`config.mk`:
```
export PLATFORM = sky130hd
export DESIGN_NAME = m2_rx_decoder
export DESIGN_NICKNAME = d
export VERILOG_FILES = /design/src/rtl/m2_pkg.sv /design/src/rtl/m2_bit_sampler.sv /design/src/rtl/m2_rx_decoder.sv
export SDC_FILE = /design/constraint.sdc
export NUM_CORES = 1
export LEC_CHECK = 0
export CAP_MARGIN = 5
export CELL_PAD_IN_SITES_DETAIL_PLACEMENT = 1
export CELL_PAD_IN_SITES_GLOBAL_PLACEMENT = 2
export CORE_MARGIN = 2
export CORE_UTILIZATION = 40
export DETAILED_ROUTE_END_ITERATION = 12
export DONT_BUFFER_PORTS = 1
export GPL_TIMING_DRIVEN = 0
export PLACE_DENSITY = 0.8
export REMOVE_ABC_BUFFERS = 1
export SYNTH_ARGS = -nofsm -noshare
export SYNTH_HDL_FRONTEND = slang
export SYNTH_HIERARCHICAL = 1
export SYNTH_SLANG_ARGS = --single-unit
```
`constraint.sdc`:
```
create_clock -name clock_system -period 6.6 [get_ports clock_system]
set_input_delay 0.33 -clock clock_system [delete_from_list [all_inputs] [get_ports clock_system]]
set_output_delay 0.33 -clock clock_system [all_outputs]
set_load 0.01 [all_outputs]
```
`src/rtl/m2_pkg.sv`:
```
// Shared types and default sizing for the Manchester-II word receiver.
package m2_pkg;

    localparam int M2_HALF_BIT_CLKS = 288;
    localparam int M2_DATA_W        = 16;
    localparam int M2_SYNC_LEN      = 3;

    // Receiver framing states; IDLE must stay at encoding 0 so reset lands there.
    typedef enum logic [2:0] {
        IDLE  = 3'd0,
        START = 3'd1,
        SYNC  = 3'd2,
        DATA  = 3'd3,
        DONE  = 3'd4
    } m2_state_t;

endpackage

```
`src/rtl/m2_bit_sampler.sv`:
```
// Line front end: two-flop synchroniser, edge detector and half-cell sample
// counter. The FSM selects the half-length first interval with start_phase.
module m2_bit_sampler
    import m2_pkg::*;
#(
    parameter int HALF_BIT_CLKS = M2_HALF_BIT_CLKS
) (
    input  logic clock_system,
    input  logic rstn,
    input  logic line_in,
    input  logic start_phase,
    input  logic run,
    input  logic clear,
    output logic line_edge,
    output logic sample_stb,
    output logic sample_val
);

    localparam int SCW = $clog2(HALF_BIT_CLKS);
    localparam logic [SCW-1:0] TERM_FULL = SCW'(HALF_BIT_CLKS - 1);
    localparam logic [SCW-1:0] TERM_HALF = SCW'(HALF_BIT_CLKS / 2 - 1);

    logic           r1_q;
    logic           r2_q;
    logic           r3_q;
    logic [SCW-1:0] cnt_q;
    logic [SCW-1:0] cnt_d;
    logic [SCW-1:0] term;

    assign line_edge  = r2_q ^ r3_q;
    assign sample_val = r2_q;

    // Sample counter: runs to the selected terminal count, strobes, then wraps to 0.
    always_comb begin
        term       = start_phase ? TERM_HALF : TERM_FULL;
        sample_stb = run && (cnt_q == term);
        cnt_d      = cnt_q;
        if (clear) begin
            cnt_d = '0;
        end else if (run) begin
            cnt_d = sample_stb ? '0 : cnt_q + SCW'(1);
        end
    end

    // Synchroniser chain and counter registers.
    always_ff @(posedge clock_system) begin
        if (!rstn) begin
            r1_q  <= 1'b0;
            r2_q  <= 1'b0;
            r3_q  <= 1'b0;
            cnt_q <= '0;
        end else begin
            r1_q  <= line_in;
            r2_q  <= r1_q;
            r3_q  <= r2_q;
            cnt_q <= cnt_d;
        end
    end

endmodule

```
`src/rtl/m2_rx_decoder.sv`:
```
// Manchester-II serial word receiver: sync detection of either polarity,
// mid-cell half-bit sampling, Manchester pair checking and word delivery.
// Optional odd-parity checking is enabled by defining PARITY_CHECK_EN.
module m2_rx_decoder
    import m2_pkg::*;
#(
    parameter int HALF_BIT_CLKS = M2_HALF_BIT_CLKS,
    parameter int DATA_W        = M2_DATA_W,
    parameter int SYNC_LEN      = M2_SYNC_LEN
) (
    input  logic              clock_system,
    input  logic              rstn,
    input  logic              m2_udi,
    output logic [DATA_W-1:0] recv_data,
    output logic              sync_type,
    output logic              rden,
    output logic              man_err,
    output logic              par_err
);

    // Half-bit cells carried by the data phase: data bits plus the parity bit.
    localparam int HB     = 2 * (DATA_W + 1);
    localparam int BCW_DT = $clog2(HB + 1);
    localparam int BCW_SY = $clog2(2 * SYNC_LEN);
    // Bit counter must also index the sync phase when words are very short.
    localparam int BCW    = (BCW_DT > BCW_SY) ? BCW_DT : BCW_SY;
    localparam logic [BCW-1:0] SYNC_FIRST_LAST = BCW'(SYNC_LEN - 1);
    localparam logic [BCW-1:0] SYNC_LAST       = BCW'(2 * SYNC_LEN - 2);
    localparam logic [BCW-1:0] DATA_LAST       = BCW'(HB - 1);

    m2_state_t         state_q, state_d;
    logic              lvl_q, lvl_d;
    logic [BCW-1:0]    bit_cnt_q, bit_cnt_d;
    logic [HB-1:0]     half_q, half_d;
    logic              merr_q, merr_d;
    logic [DATA_W-1:0] recv_data_q, recv_data_d;
    logic              sync_type_q, sync_type_d;
    logic              rden_q, rden_d;
    logic              man_err_q, man_err_d;
    logic              par_err_q, par_err_d;

    logic              line_edge;
    logic              sample_stb;
    logic              sample_val;
    logic              sync_expect;
    logic [DATA_W-1:0] data_bits;
    logic              par_fail;

    m2_bit_sampler #(
        .HALF_BIT_CLKS(HALF_BIT_CLKS)
    ) u_sampler (
        .clock_system(clock_system),
        .rstn        (rstn),
        .line_in     (m2_udi),
        .start_phase (state_q == START),
        .run         ((state_q == START) || (state_q == SYNC) || (state_q == DATA)),
        .clear       (state_q == IDLE),
        .line_edge   (line_edge),
        .sample_stb  (sample_stb),
        .sample_val  (sample_val)
    );

    // The first half of every pair carries the bit; the oldest pair is the MSB.
    for (genvar gi = 0; gi < DATA_W; gi++) begin : g_data_bits
        assign data_bits[gi] = half_q[2 * gi + 3];
    end

`ifdef PARITY_CHECK_EN
    assign par_fail = ~(^data_bits ^ half_q[1]);
`else
    assign par_fail = 1'b0;
`endif

    assign recv_data = recv_data_q;
    assign sync_type = sync_type_q;
    assign rden      = rden_q;
    assign man_err   = man_err_q;
    assign par_err   = par_err_q;

    // Framing FSM next-state, shift register and output load logic.
    always_comb begin
        state_d     = state_q;
        lvl_d       = lvl_q;
        bit_cnt_d   = bit_cnt_q;
        half_d      = half_q;
        merr_d      = merr_q;
        recv_data_d = recv_data_q;
        sync_type_d = sync_type_q;
        rden_d      = 1'b0;
        man_err_d   = man_err_q;
        par_err_d   = par_err_q;
        sync_expect = (bit_cnt_q < SYNC_FIRST_LAST) ? lvl_q : ~lvl_q;
        case (state_q)
            IDLE: begin
                bit_cnt_d = '0;
                merr_d    = 1'b0;
                if (line_edge) begin
                    state_d = START;
                end
            end
            START: begin
                if (sample_stb) begin
                    lvl_d     = sample_val;
                    bit_cnt_d = '0;
                    state_d   = SYNC;
                end
            end
            SYNC: begin
                if (sample_stb) begin
                    if (sample_val != sync_expect) begin
                        state_d = IDLE;
                    end else if (bit_cnt_q == SYNC_LAST) begin
                        bit_cnt_d = '0;
                        state_d   = DATA;
                    end else begin
                        bit_cnt_d = bit_cnt_q + BCW'(1);
                    end
                end
            end
            DATA: begin
                if (sample_stb) begin
                    half_d = {half_q[HB-2:0], sample_val};
                    // Second half of a pair must differ from the first.
                    if (bit_cnt_q[0] && (sample_val == half_q[0])) begin
                        merr_d = 1'b1;
                    end
                    if (bit_cnt_q == DATA_LAST) begin
                        state_d = DONE;
                    end else begin
                        bit_cnt_d = bit_cnt_q + BCW'(1);
                    end
                end
            end
            DONE: begin
                recv_data_d = data_bits;
                sync_type_d = lvl_q;
                man_err_d   = merr_q;
                par_err_d   = par_fail;
                rden_d      = 1'b1;
                state_d     = IDLE;
            end
            default: begin
                state_d = IDLE;
            end
        endcase
    end

    // All decoder state and registered outputs.
    always_ff @(posedge clock_system) begin
        if (!rstn) begin
            state_q     <= IDLE;
            lvl_q       <= 1'b0;
            bit_cnt_q   <= '0;
            half_q      <= '0;
            merr_q      <= 1'b0;
            recv_data_q <= '0;
            sync_type_q <= 1'b0;
            rden_q      <= 1'b0;
            man_err_q   <= 1'b0;
            par_err_q   <= 1'b0;
        end else begin
            state_q     <= state_d;
            lvl_q       <= lvl_d;
            bit_cnt_q   <= bit_cnt_d;
            half_q      <= half_d;
            merr_q      <= merr_d;
            recv_data_q <= recv_data_d;
            sync_type_q <= sync_type_d;
            rden_q      <= rden_d;
            man_err_q   <= man_err_d;
            par_err_q   <= par_err_d;
        end
    end

endmodule
```
* After elaboration in Yosys (flattened, before gate mapping)
Index checks and enable logic that the tools add are counted.
** Operators by class
- Bitwise logic cells :: 3
- Multiplexer cells :: 22
- $lt $le $gt $ge :: 1
- Reductions and logical operators :: 13
- Equality and inequality tests :: 18
- Multiply operators :: 0
- Shifts and indexed selects :: 0
- Divide/modulo/power cells :: 0
- Add/sub/neg operators :: 2
** Operators by type and width (number)
- $mux 6 :: 6
- $pmux 6 s4 :: 1
- $mux 3 :: 7
- $mux 9 :: 2
- $ne 2x2->1 const B :: 6
- $pmux 3 s4 :: 1
- $reduce_and 6->1 :: 2
- $add 9x1->9 const B :: 1
- $eq 9x9->1 :: 1
- $add 6x1->6 const B :: 1
- $eq 3x2->1 const B :: 2
- $eq 6x3->1 const B :: 1
- $eq 6x6->1 const B :: 1
- $lt 6x2->1 const B :: 1
- $mux 1 :: 4
- $ne 2x1->1 const B :: 2
- $reduce_and 2->1 :: 2
- $reduce_bool 4->1 :: 1
- $eq 3x1->1 const B :: 1
- $eq 3x3->1 const B :: 1
- $logic_not 3->1 :: 1
- $ne 3x1->1 const B :: 1
- $reduce_and 3->1 :: 1
- $logic_and 1x1->1 :: 2
- other kinds (8) :: 10
** Word-level totals
- Bits in latches :: 0
- Memories :: 0
- Bits of input ports :: 3
- Memory bits (read-only) :: 0
- Memory bits (writable) :: 0
- Logic and storage cells :: 72
- Flip-flop bits (word level) :: 76
- Output and inout port bits :: 20

* Longest topological paths before layout
- Depth in word-level cells :: 6
- Mapped depth :: 12
- Depth with buffers taken out :: 10

* Modules after synthesis
The synthesis kept the hierarchy.
** By module, submodules not included
- m2_rx_decoder :: area an instance 2630.0 µm², times used 1, cells each 316, seq. area each 1281.2 µm²
- m2_bit_sampler :: area an instance 558.0 µm², times used 1, cells each 56, seq. area each 240.2 µm²

* Worst setup path after synthesis
Ideal clock, no wire load.
- Path type :: register to register
- Start :: register state_q[0]
- End :: register bit_cnt_q[2]
- Arrival :: 2840 ps
- Clock period less this slack :: 2962 ps
- Setup slack :: 3638 ps
- Buffers on the path :: 2
- Required time :: 6478 ps
- Setup time :: 122 ps
- Stages on the path, launching flop included :: 13
- Path through :: dfxtp_1 clkbuf_1 nor2_1 nor2_1 buf_2 nand4_2 a2111oi_4 nand2_1 a31o_2 o31ai_2 o21bai_2 and2_4 a221o_1
** On the way
- Cells in the longest elaborated chain, start to end :: 6
- Elaborated cells between the ends (all ways) :: 17
- Those cells by class :: eq/ne (9); mux (2); reduce/logical (6)
** RTL lines
- start: declaration :: RTL line m2_rx_decoder.sv:31 : m2_state_t state_q, state_d;
- start signal: assignment :: RTL line m2_rx_decoder.sv:162 : state_q <= state_d;
- $eq 3x1->1 or $eq 3x2->1 (tied branches) :: RTL line m2_rx_decoder.sv:55, m2_rx_decoder.sv:56
- $mux 9 or $logic_or 1x1->1 (tied branches) :: RTL line m2_bit_sampler.sv:35, m2_rx_decoder.sv:56
- $eq 9x9->1 or $logic_or 1x1->1 (tied branches) :: RTL line m2_bit_sampler.sv:36, m2_rx_decoder.sv:56
- $logic_and 1x1->1 * :: RTL line m2_bit_sampler.sv:36 : sample_stb = run && (cnt_q == term);
- net sample_stb :: RTL line m2_rx_decoder.sv:43 : logic sample_stb;
- $ne 2x2->1 (no line)
- $reduce_and 6->1 (no line) *
- end signal: assignment :: RTL line m2_rx_decoder.sv:164 : bit_cnt_q <= bit_cnt_d;
- end: declaration :: RTL line m2_rx_decoder.sv:33 : logic [BCW-1:0] bit_cnt_q, bit_cnt_d;
Mark *: on every way through the listed nets, which the timed path passes. The rest lies on a longest branch.
A chain may end at the register's enable or synchronous reset.

* Worst setup path after layout
- Start :: register state_q[1]
- End :: register half_q[32]
** On the way
- Cells in the longest elaborated chain, start to end :: 5
- Elaborated cells between the ends (all ways) :: 9
- Those cells by class :: eq/ne (4); mux (1); reduce/logical (4)
** RTL lines
- $eq 3x1->1 or $eq 3x2->1 (tied branches) :: RTL line m2_rx_decoder.sv:55, m2_rx_decoder.sv:56
- $mux 9 or $logic_or 1x1->1 (tied branches) :: RTL line m2_bit_sampler.sv:35, m2_rx_decoder.sv:56
- $eq 9x9->1 or $logic_or 1x1->1 (tied branches) :: RTL line m2_bit_sampler.sv:36, m2_rx_decoder.sv:56
- $logic_and 1x1->1 * :: RTL line m2_bit_sampler.sv:36
- net sample_stb :: RTL line m2_rx_decoder.sv:43
- $reduce_and 2->1 (no line) *
- end signal: assignment :: RTL line m2_rx_decoder.sv:165 : half_q <= half_d;
- end: declaration :: RTL line m2_rx_decoder.sv:34 : logic [HB-1:0] half_q, half_d;
Marked as above.

==> impl_metrics.csv <==
group,metric,value,unit
global_route,antenna_found_initial,0,
clock_network,cts_resized,0,
clock_network,cts_tree,"built",
worst_setup_path,cp_data_arrival_time,4.12,ns
clock_network,cts_buffers,9,
floorplanning,rows,32,
floorplanning,pin_count,23,
cells_and_area,final_cells,468,
clock_network,clk_path_buf_depth,2,
cells_and_area,drive_gt1_share,7.65,%
flow_run,drv_cap,0,
cells_and_area,final-seq-area,1520,µm²
route,drt_iter0_drc,99,
yosys,synth_seq_cells,76,
yosys,synth_ff_type,"dfxtp_1",
global_route,grt_max_degree,67,
sta,worstMarginPinSlew,0.823,ns
sta,fin_setup_tns,0,ns
worst_setup_path,ff2ff_path_depth,9,
worst_setup_path,critPathTopFamily,"simple AND/OR/NAND/NOR gates",
power,p_leak,1.13,nW
clock_network,htree_levels,3,
route,via_count,2435,
place,dp_hpwl,4.01,mm
run_status,status,"finished, final reports clean",
sta,fin_crit,3.87,ns
sta,hold_violations,0,
yosys,synth_most_common_cell,"nand2_1",
worst_setup_path,start_kind,"register",
yosys,yosys.area.top_type,"dfxtp_1",
worst_setup_path,path_cells,"nor2_1 > nor2_1 > nand4_2 > a2111oi_4 > nand2_1 > nor2b_2 > buf_16 > nand2_1 > a21boi_0",
yosys,synthTopCellsByCount,"nand2_1 (114), dfxtp_1 (76), a21boi_0 (53)",
sta,setup_viol,0,
route,vias_per_cell,5.20,
yosys,async_flop_share,0,%
worst_setup_path,crit_required,6.85,ns
worst_setup_path,critPathKind,"reg2reg",
global_route,grt.overflow.total,0,
global_route,grt_pass1_wl,11.2,mm
clock_network,clkTransAtPathRegs,0.09,ns
power,irDropWorstVdd,0.0996,mV
sta,rsz0062_at_grt,"false",
route,drc,0,
worst_setup_path,path_buf_inv,1,
route,wirelength,6.61,mm
clock_network,clock-sinks,76,
worst_setup_path,r2r_end,"half_q[32]",
worst_setup_path,reg2reg_slack,2.73,ns
yosys,synth_edf_count,0,
cells_and_area,antenna_cells,0,
global_route,grt_pass1_vias,2334,
clock_network,clk_latency,0.35,ns
route,dr.pass1.iters,4,
route,antenna_left,0,
sta,fmax,259,MHz
yosys,syn_inst,372,
route,wl_per_cell,14.1,µm
cells_and_area,final_cell_area,3510,µm²
cells_and_area,fill_cells,913,
yosys,synthDominantCellAreaShare,47.7,%
cells_and_area,area_growth,10.0,%
worst_setup_path,timing.rr.start,"state_q[1]",
floorplanning,die-area,8700,µm²
floorplanning,fp.dieH,93.3,µm
hold_path,worstHoldStart,"rstn",
sta,post-route-period-util,58.6,%
yosys,avgSynthCellArea,8.57,µm²
sta,slew_violations,0,
place,dp.cells,452,
cells_and_area,multiInputGateArea,1560,µm²
cells_and_area,layout.nets,368,
worst_setup_path,slowest_delay,0.82,ns
yosys,seq_area_frac_synth,47.7,%
worst_setup_path,crit_path_end_kind,"register",
yosys,synth_warnings,6,
global_route,grt_usage,16.4,%
sta,hold_ws,0.104,ns
floorplanning,initial_core_util,41.3,%
floorplanning,core,7730,µm²
sta,finClkSkew,0.00835,ns
hold_path,hold_end,"u_sampler/sample_val",
clock_network,postCtsHoldBufs,0,
hold_path,min_path_cells,1,
power,power.density,262,nW/µm²
sta,timing.slew.headroom,45.1,%
yosys,syn_area,3190,µm²
clock_network,cts_root_buf,"clkbuf_8",
yosys,synth_cell_type_count,49,
yosys,synth_area_leaders,"dfxtp_1 (48%), nand2_1 (13%), a21boi_0 (12%)",
place,finalWeightedCongestion,0.766,
clock_network,post_cts_buffers,0,
worst_setup_path,worst-path-max-fanout,22,
place,placed_area,3250,µm²
place,port_buffers,0,
floorplanning,die_w,93.3,µm
worst_setup_path,slowest_stage,"a2111oi_4",
hold_path,hold_class,"in2reg",
## sequential cells by signal, indices dropped and copies added, names as in the netlist
| name | cells |
|---|---|
| u_sampler/cnt_q | 9 |
| u_sampler/r3_q | 1 |
| sync_type | 1 |
| bit_cnt_q | 6 |
| u_sampler/sample_val | 1 |
| u_sampler/r1_q | 1 |
| half_q | 34 |
| man_err | 1 |
| merr_q | 1 |
| lvl_q | 1 |
| rden | 1 |
| recv_data | 16 |
| state_q | 3 |
## report_power, final
group	switching (mW)	internal, mW	total, mW	leakage, nW
clock	0.179	0.264	0.443	0.124
sequential	0.00236	0.459	0.462	0.612
combinational	0.00627	0.00804	0.0143	0.398
## placed cells by master (no fill, tap or decap), types with 2 or more instances in the layout
cell type	n
nand2_1	114
dfxtp_1	76
a21boi_0	53
clkbuf_8	10
nor3_1	8
nand3_1	7
inv_1	5
nor2_1	5
and2_1	4
nand2b_1	4
nor2b_1	4
a21oi_1	4
o31ai_1	4
o21ai_0	4
ha_1	4
xor2_1	4
nor3b_1	3
and3_1	3
a21o_1	3
bufinv_16	3
a211oi_1	3
or3_1	3
nand4_1	3
xnor2_1	2
nor4_1	2
a31oi_1	2
nand4bb_1	2
## metal layers
metal | track usage (%) | part of all wire [%] | routed length (µm) | up-vias
met4 | 5.51 | 0.89 | 59 | 0
met5 | 0 | 0 | 0 | -
met2 | 25.4 | 45 | 2940 | 28
li1 | - | - | - | 1238
met3 | 5.16 | 3.6 | 239 | 5
met1 | 21.5 | 51 | 3370 | 1164
## cell families (layout without fill, tap and decap cells)
logic type,count (synthesis),in the layout,synth area share [%]
and+or+nand+nor,172,172,24.8
buffers and inverters,28,22,3.45
adders and majority gates,4,4,1.57
xor gates and xnor gates,6,6,1.65
muxes,1,1,0.314
other,1,1,0.118
DFF,76,76,47.7
AOI/OAI and AO/OA,84,84,20.3
## how the worst max path moves through the flow
stage,from,cells past startpoint,to
after global routing,state_q[1],9,half_q[32]
after detailed placement,state_q[1],7,half_q[1]
after floorplan,state_q[1],8,merr_q
final,state_q[1],9,half_q[32]
after global placement,state_q[1],8,merr_q
after CTS,state_q[1],7,half_q[32]
## stage by stage
stage | power (mW) | util, % | setup WS (ns)
after floorplan | 0.484 | - | 2.93
after global placement | 0.487 | 41.7 | 1.53
after detailed placement | 0.487 | 42.1 | 2.55
after CTS | 0.931 | 45.3 | 2.44
after global routing | 0.953 | 45.4 | 2.32
final | 0.919 | 45.4 | 2.73
## area by class of cell
cell class | instances | area share [%]
inverters | 5 | 0.535
flip-flops and latches | 76 | 43.4
repair buffers | 1 | 0.785
clock inverters | 5 | 3.07
well taps | 102 | 3.64
clock buffers | 11 | 4.03
multi-input cells | 268 | 44.6
(Power assumes the default switching activity.)
